**src/rtl/mag_sq_feeder_if.sv**
```systemverilog
// rtl/mag_sq_feeder_if.sv - I/Q input handshake and squared-magnitude output bundle (MAG_SQ_BYPASS_EN adds bypass_i)
interface mag_sq_feeder_if #(
    parameter int IN_WIDTH  = 16,
    parameter int OUT_WIDTH = 2 * IN_WIDTH
);
    logic                 in_valid;
    logic                 in_ready;
    logic [IN_WIDTH-1:0]  i_data;
    logic [IN_WIDTH-1:0]  q_data;
    logic                 valid_out;
    logic [OUT_WIDTH-1:0] data_o;
    logic                 busy;
`ifdef MAG_SQ_BYPASS_EN
    logic                 bypass_i;

    modport master (
        output in_valid, i_data, q_data, bypass_i,
        input  in_ready, valid_out, data_o, busy
    );
    modport slave (
        input  in_valid, i_data, q_data, bypass_i,
        output in_ready, valid_out, data_o, busy
    );
`else
    modport master (
        output in_valid, i_data, q_data,
        input  in_ready, valid_out, data_o, busy
    );
    modport slave (
        input  in_valid, i_data, q_data,
        output in_ready, valid_out, data_o, busy
    );
`endif
endinterface

```
**src/rtl/mag_sq_feeder.sv**
```systemverilog
// rtl/mag_sq_feeder.sv - I^2 + Q^2 shift-add feeder for the sqrt stage (optional MAG_SQ_BYPASS_EN raw pass-through)
module mag_sq_feeder #(
    parameter int IN_WIDTH  = 16,
    parameter int OUT_WIDTH = 2 * IN_WIDTH
) (
    input  logic          clk,
    input  logic          rst,
    mag_sq_feeder_if.slave bus
);
    localparam int CNT_W = (IN_WIDTH > 1) ? $clog2(IN_WIDTH) : 1;
    localparam logic [CNT_W-1:0] CNT_LAST = CNT_W'(IN_WIDTH - 1);

    typedef enum logic [1:0] {IDLE, SQ_I, SQ_Q, OUT} state_t;

    state_t               state;
    state_t               state_nxt;
    logic [OUT_WIDTH-1:0] acc;
    logic [OUT_WIDTH-1:0] mcand;
    logic [IN_WIDTH-1:0]  mplier;
    logic [IN_WIDTH-1:0]  q_abs_r;
    logic [CNT_W-1:0]     bit_cnt;
    logic                 accept;
    logic                 last_bit;
    logic                 take_bypass;
    logic [IN_WIDTH-1:0]  i_abs;
    logic [IN_WIDTH-1:0]  q_abs;

    // Two's-complement negate in IN_WIDTH bits; the most negative value lands on 2^(IN_WIDTH-1) unsigned.
    function automatic logic [IN_WIDTH-1:0] abs_val(input logic [IN_WIDTH-1:0] x);
        return x[IN_WIDTH-1] ? (~x + 1'b1) : x;
    endfunction

    assign i_abs    = abs_val(bus.i_data);
    assign q_abs    = abs_val(bus.q_data);
    assign last_bit = (bit_cnt == CNT_LAST);

`ifdef MAG_SQ_BYPASS_EN
    assign take_bypass = bus.bypass_i;
`else
    assign take_bypass = 1'b0;
`endif

    always_ff @(posedge clk) begin
        if (rst) state <= IDLE;
        else     state <= state_nxt;
    end

    always_comb begin
        state_nxt     = state;
        accept        = 1'b0;
        bus.in_ready  = (state == IDLE);
        bus.busy      = (state != IDLE);
        bus.valid_out = (state == OUT);
        bus.data_o    = (state == OUT) ? acc : '0;
        unique case (state)
            IDLE: begin
                if (bus.in_valid) begin
                    accept    = 1'b1;
                    state_nxt = take_bypass ? OUT : SQ_I;
                end
            end
            SQ_I:    if (last_bit) state_nxt = SQ_Q;
            SQ_Q:    if (last_bit) state_nxt = OUT;
            OUT:     state_nxt = IDLE;
            default: state_nxt = IDLE;
        endcase
    end

    // Multiplicand walks left and multiplier walks right, one multiplier bit per cycle.
    always_ff @(posedge clk) begin
        if (rst) begin
            acc     <= '0;
            mcand   <= '0;
            mplier  <= '0;
            q_abs_r <= '0;
            bit_cnt <= '0;
        end else begin
            unique case (state)
                IDLE: begin
                    if (accept) begin
                        acc     <= take_bypass ? OUT_WIDTH'({bus.i_data, bus.q_data}) : '0;
                        mcand   <= OUT_WIDTH'(i_abs);
                        mplier  <= i_abs;
                        q_abs_r <= q_abs;
                        bit_cnt <= '0;
                    end
                end
                SQ_I, SQ_Q: begin
                    if (mplier[0]) acc <= acc + mcand;
                    if (last_bit && state == SQ_I) begin
                        mcand   <= OUT_WIDTH'(q_abs_r);
                        mplier  <= q_abs_r;
                        bit_cnt <= '0;
                    end else begin
                        mcand   <= mcand << 1;
                        mplier  <= mplier >> 1;
                        bit_cnt <= bit_cnt + 1'b1;
                    end
                end
                default: ;
            endcase
        end
    end
endmodule

```
**src/flat_wrapper.sv**
```systemverilog
// flat-port wrapper written by rule: the top's interface ports become plain ports
module mag_sq_feeder_flat 
#(
    parameter int IN_WIDTH  = 16,
    parameter int OUT_WIDTH = 2 * IN_WIDTH
)
  (clk, rst, bus_in_valid, bus_i_data, bus_q_data, bus_in_ready, bus_valid_out, bus_data_o, bus_busy);
  mag_sq_feeder_if #(.IN_WIDTH(IN_WIDTH), .OUT_WIDTH(OUT_WIDTH)) bus_i ();
  input  logic clk;
  input  logic rst;
  input wire logic [$bits(bus_i.in_valid)-1:0] bus_in_valid;
  input wire logic [$bits(bus_i.i_data)-1:0] bus_i_data;
  input wire logic [$bits(bus_i.q_data)-1:0] bus_q_data;
  output wire logic [$bits(bus_i.in_ready)-1:0] bus_in_ready;
  output wire logic [$bits(bus_i.valid_out)-1:0] bus_valid_out;
  output wire logic [$bits(bus_i.data_o)-1:0] bus_data_o;
  output wire logic [$bits(bus_i.busy)-1:0] bus_busy;
  assign bus_i.in_valid = bus_in_valid;
  assign bus_i.i_data = bus_i_data;
  assign bus_i.q_data = bus_q_data;
  assign bus_in_ready = bus_i.in_ready;
  assign bus_valid_out = bus_i.valid_out;
  assign bus_data_o = bus_i.data_o;
  assign bus_busy = bus_i.busy;
  mag_sq_feeder #(.IN_WIDTH(IN_WIDTH), .OUT_WIDTH(OUT_WIDTH)) u_core (.clk(clk), .rst(rst), .bus(bus_i));
endmodule
```
**config.mk**
```make
export PLATFORM = sky130hd
export DESIGN_NAME = mag_sq_feeder_flat
export DESIGN_NICKNAME = d
export VERILOG_FILES = /design/src/rtl/mag_sq_feeder_if.sv /design/src/rtl/mag_sq_feeder.sv /design/src/flat_wrapper.sv
export SDC_FILE = /design/constraint.sdc
export NUM_CORES = 1
export LEC_CHECK = 0
export CORE_ASPECT_RATIO = 1.25
export CORE_MARGIN = 3
export CORE_UTILIZATION = 57
export DETAILED_ROUTE_END_ITERATION = 6
export GPL_TIMING_DRIVEN = 1
export PLACE_DENSITY = 0.83
export SKIP_LAST_GASP = 1
export SYNTH_ARGS = -nofsm -noshare
export SYNTH_HDL_FRONTEND = slang
export SYNTH_SLANG_ARGS = --single-unit
```
**constraint.sdc**
```tcl
create_clock -name clk -period 3.05 [get_ports clk]
set_input_delay 0.305 -clock clk [delete_from_list [all_inputs] [get_ports clk]]
set_output_delay 0.305 -clock clk [all_outputs]
set_load 0.02 [all_outputs]
```
==> flow_summary.yaml <==
pwr:
  p_leak_nw: 3.12
  switching_share_pct: 39.7
  combPwrFrac_pct: 38.6
  power_density_mw_per_mm2: 646
  pwr-share-clk_pct: 24.3
  irDropWorstVdd_mv: 0.592
  power_switching_w: 0.00192
  p_int_w: 0.00292
  seq_power_share_pct: 37.0
sta:
  hold_viol: 0
  worst_pin_slew_ns: 0.784
  setup-tns-final_ns: 0
  maxSlewHeadroom_pct: 47.7
  finalClockSkew_ns: 0.00753
  finalCriticalPeriod_ns: 2.81
  final.setup.worst_slack_ns: 0.245
  fin_crit_sh_pct: 92.0
  setup_viol: 0
  rsz0062_at_grt: "false"
  final_max_slew_viol_count: 0
  max_freq_mhz: 356
setup_path:
  crit_fanout: 3
  path_depth: 11
  r2r-start: "u_core.mcand[0]"
  critical_path_class: "flip-flop to flip-flop"
  end_kind: "flip-flop"
  slowest_stage: "fa_1"
  reg2reg_slack_ns: 0.24
  path_cells: "ha_1, fa_1, a21oi_2, o211ai_1, a21oi_1, o21ai_0, a41oi_2, o21ai_0, a31oi_1, xnor2_1, a22o_1"
  startpoint_type: "flip-flop"
  worst_path_most_repeated_cell: "o21ai_0"
  r2r-end: "u_core.acc[26]"
  cp_top_family: "compound AO/OA/AOI/OAI gates"
  r2r_cells: 11
  critPathMaxStageDelay_ns: 0.43
  cp_num_buf_inv: 0
  crit_arrival_ns: 3.05
  worstPathRequired_ns: 3.29
  startpoint: "u_core.mcand[0]"
logic_synthesis:
  ys.flop_type: "dfxtp_1"
  netlist_area_mm2: 0.00634
  synth_warnings: 0
  synth_cell_types: 54
  yosysSeqAreaShare_pct: 32.2
  synth_edf_count: 0
  syn_nets: 896
  async_flop_share_pct: 0
  ys_ff_latch: 102
  syn_area_per_cell_um2: 7.72
  synth_cells: 821
layout:
  final_cells: 1011
  syn_to_final_growth_pct: 18.1
  seqCellArea_mm2: 0.00204
  fin_area_mm2: 0.00749
  nets: 949
  num-fill-cells: 915
  num_antenna_cells: 0
  layout-drive-gt1-share_pct: 5.23
  multi_input_area_mm2: 0.00409
global_routing:
  grt_overflow: 0
  grt_pass1_wl_mm: 27.0
  track_usage_pct: 26.4
  antenna_found_initial: 0
  grt_max_degree: 57
  grt_pass1_vias: 5951
placement:
  place_hpwl_mm: 12.1
  post-place-ws_ns: 0.0930
  place_congestion: 0.928
  port_buffers: 69
  dp.cells: 995
  place_area_mm2: 0.00717
clock_tree:
  htreeDepth: 3
  clk_pin_slew_worst_paths_ns: 0.07
  cts_tree: "yes"
  cts_num_sinks: 102
  cts_buffer_depth: 2
  clk_latency_ns: 0.35
  cts-root-buf: "clkbuf_16"
  numCtsBuffers: 9
die:
  core_mm2: 0.0107
  start_util_pct: 59.2
  die_x_um: 100
  dieArea_mm2: 0.0124
  pin_count: 70
  rows: 42
  die_y_um: 124
detailed_routing:
  wire_per_inst_um: 16.2
  drc: 0
  antenna_left: 0
  drtPass1Iterations: 5
  vias_per_cell: 6.09
  finalWirelength_mm: 16.3
  vias: 6154
  drt_first_iter_violations: 333
min_path:
  min_from: "u_core.q_abs_r[10]"
  min_path_type: "flip-flop to flip-flop"
  holdPathEnd: "u_core.q_abs_r[10]"
  min_path_cells: 2
run_status:
  outcome: "complete, no violations"
run:
  cap_violations: 0
==> layout make-up <==
cell class              instances  area share [%]
clock inverters                 4           0.735
well taps                     132            2.21
flip-flops and latches        102            27.3
inverters                      14           0.702
multi-input cells             659            54.6
clock buffers                  12            3.29
repair buffers                 88            11.2
==> power by group through the flow <==
stage,logic [W],registers (W),clock network [W]
after detailed placement,0.00183,0.00181,0
after global placement,0.00177,0.00180,0
final,0.00187,0.00179,0.00118
after global routing,0.00208,0.00182,0.00123
after CTS,0.00185,0.00178,0.00119
after floorplan,0.00136,0.00174,0
==> cells in the mapped netlist (2+ instances only) <==
library cell,n,area (um2)
nand4_1,5,31.3
a21boi_0,4,30.0
a31oi_1,5,31.3
nor3_1,33,165
o31ai_1,3,22.5
xor2_1,27,236
and2_1,39,244
o21ai_1,4,20.0
mux2i_1,5,50.1
or3_1,6,37.5
o211ai_1,7,52.6
a22o_1,15,131
o21bai_1,4,30.0
o21a_1,2,15.0
buf_1,5,18.8
nand4b_1,2,17.5
dfxtp_1,102,2040
xnor2_1,24,210
a22oi_1,34,255
a21oi_1,70,350
nand2b_1,6,37.5
a311oi_1,2,17.5
a21o_1,19,143
and3_1,7,43.8
nand3b_1,2,15.0
nand2_1,92,345
a41oi_1,2,17.5
a221o_1,2,20.0
inv_1,13,48.8
a211oi_1,16,120
nand3_1,13,65.1
nor2_1,116,435
nor2b_1,7,43.8
o21ai_0,33,165
clkbuf_1,38,143
ha_1,39,488
==> worst reg2reg max path, cell delays in order, from the launching register on <==
cell and delay (ns):
dfxtp_1 0.33, ha_1 0.24, fa_1 0.43, a21oi_2 0.21
o211ai_1 0.14, a21oi_1 0.17, o21ai_0 0.19, a41oi_2 0.26
o21ai_0 0.18, a31oi_1 0.25, xnor2_1 0.11, a22o_1 0.20
==> worst max-delay path by stage <==
stage,to,slack (ns)
final,u_core.acc[26],0.24
after detailed placement,u_core.mcand[9],0.09
after global routing,u_core.acc[26],0.01
after global placement,u_core.mcand[9],0.20
after CTS,u_core.acc[26],0.10
after floorplan,u_core.acc[26],0.44
==> placed cells by master, fill, tap and decap left out, types with 6 or more instances in the layout <==
| cell | netlist | layout |
|---|---|---|
| nor2_1 | 116 | 116 |
| dfxtp_1 | 102 | 102 |
| nand2_1 | 92 | 92 |
| a21oi_1 | 70 | 69 |
| clkdlybuf4s50_1 | 0 | 68 |
| and2_1 | 39 | 39 |
| ha_1 | 39 | 39 |
| a22oi_1 | 34 | 34 |
| o21ai_0 | 33 | 33 |
| nor3_1 | 33 | 32 |
| xor2_1 | 27 | 27 |
| xnor2_1 | 24 | 24 |
| a21o_1 | 19 | 19 |
| buf_4 | 0 | 18 |
| a211oi_1 | 16 | 16 |
| a22o_1 | 15 | 15 |
| nand3_1 | 13 | 13 |
| inv_1 | 13 | 13 |
| clkbuf_16 | 0 | 9 |
| and3_1 | 7 | 7 |
| o211ai_1 | 7 | 7 |
| nand2b_1 | 6 | 6 |
| or3_1 | 6 | 6 |
| nor2b_1 | 7 | 6 |
==> metrics by stage <==
stage               utilization (%)  power, W  hold WS [ns]
floorplan                         -   0.00310         0.432
global placement               66.9   0.00357         0.439
detailed placement             66.9   0.00365         0.446
CTS                            69.7   0.00482         0.454
global route                   69.8   0.00513         0.480
finish                         69.8   0.00483         0.453
==> metal layers <==
metal  routed length [um]  global-route usage [%]
met1                 6670                    30.2
met2                 8340                    49.1
met3                  819                    2.63
met4                  509                    12.2
met5                    0                       0
==> flip-flops by register name, summed over array words and instances (netlist names) <==
name,cells
u_core.q_abs_r,16
u_core.acc,32
u_core.bit_cnt,4
u_core.state,2
u_core.mcand,32
u_core.mplier,16
==> cells by family after synthesis <==
| logic type | after synthesis | share of synthesized area (%) |
|---|---|---|
| xor+xnor | 51 | 7.04 |
| simple gates | 332 | 24.0 |
| mux | 6 | 0.967 |
| compound gates | 230 | 24.0 |
| fa+ha+maj | 40 | 8.01 |
| buf+inv | 60 | 3.75 |
| flops | 102 | 32.2 |
==> timing repair <==
action                     in CTS  in global routing
setup buffers                   0                  0
hold buffers                    0                  0
setup endpoints to repair       0                  5
gates resized for setup         0                  5
No activity file was read; power rests on OpenSTA's default activity.
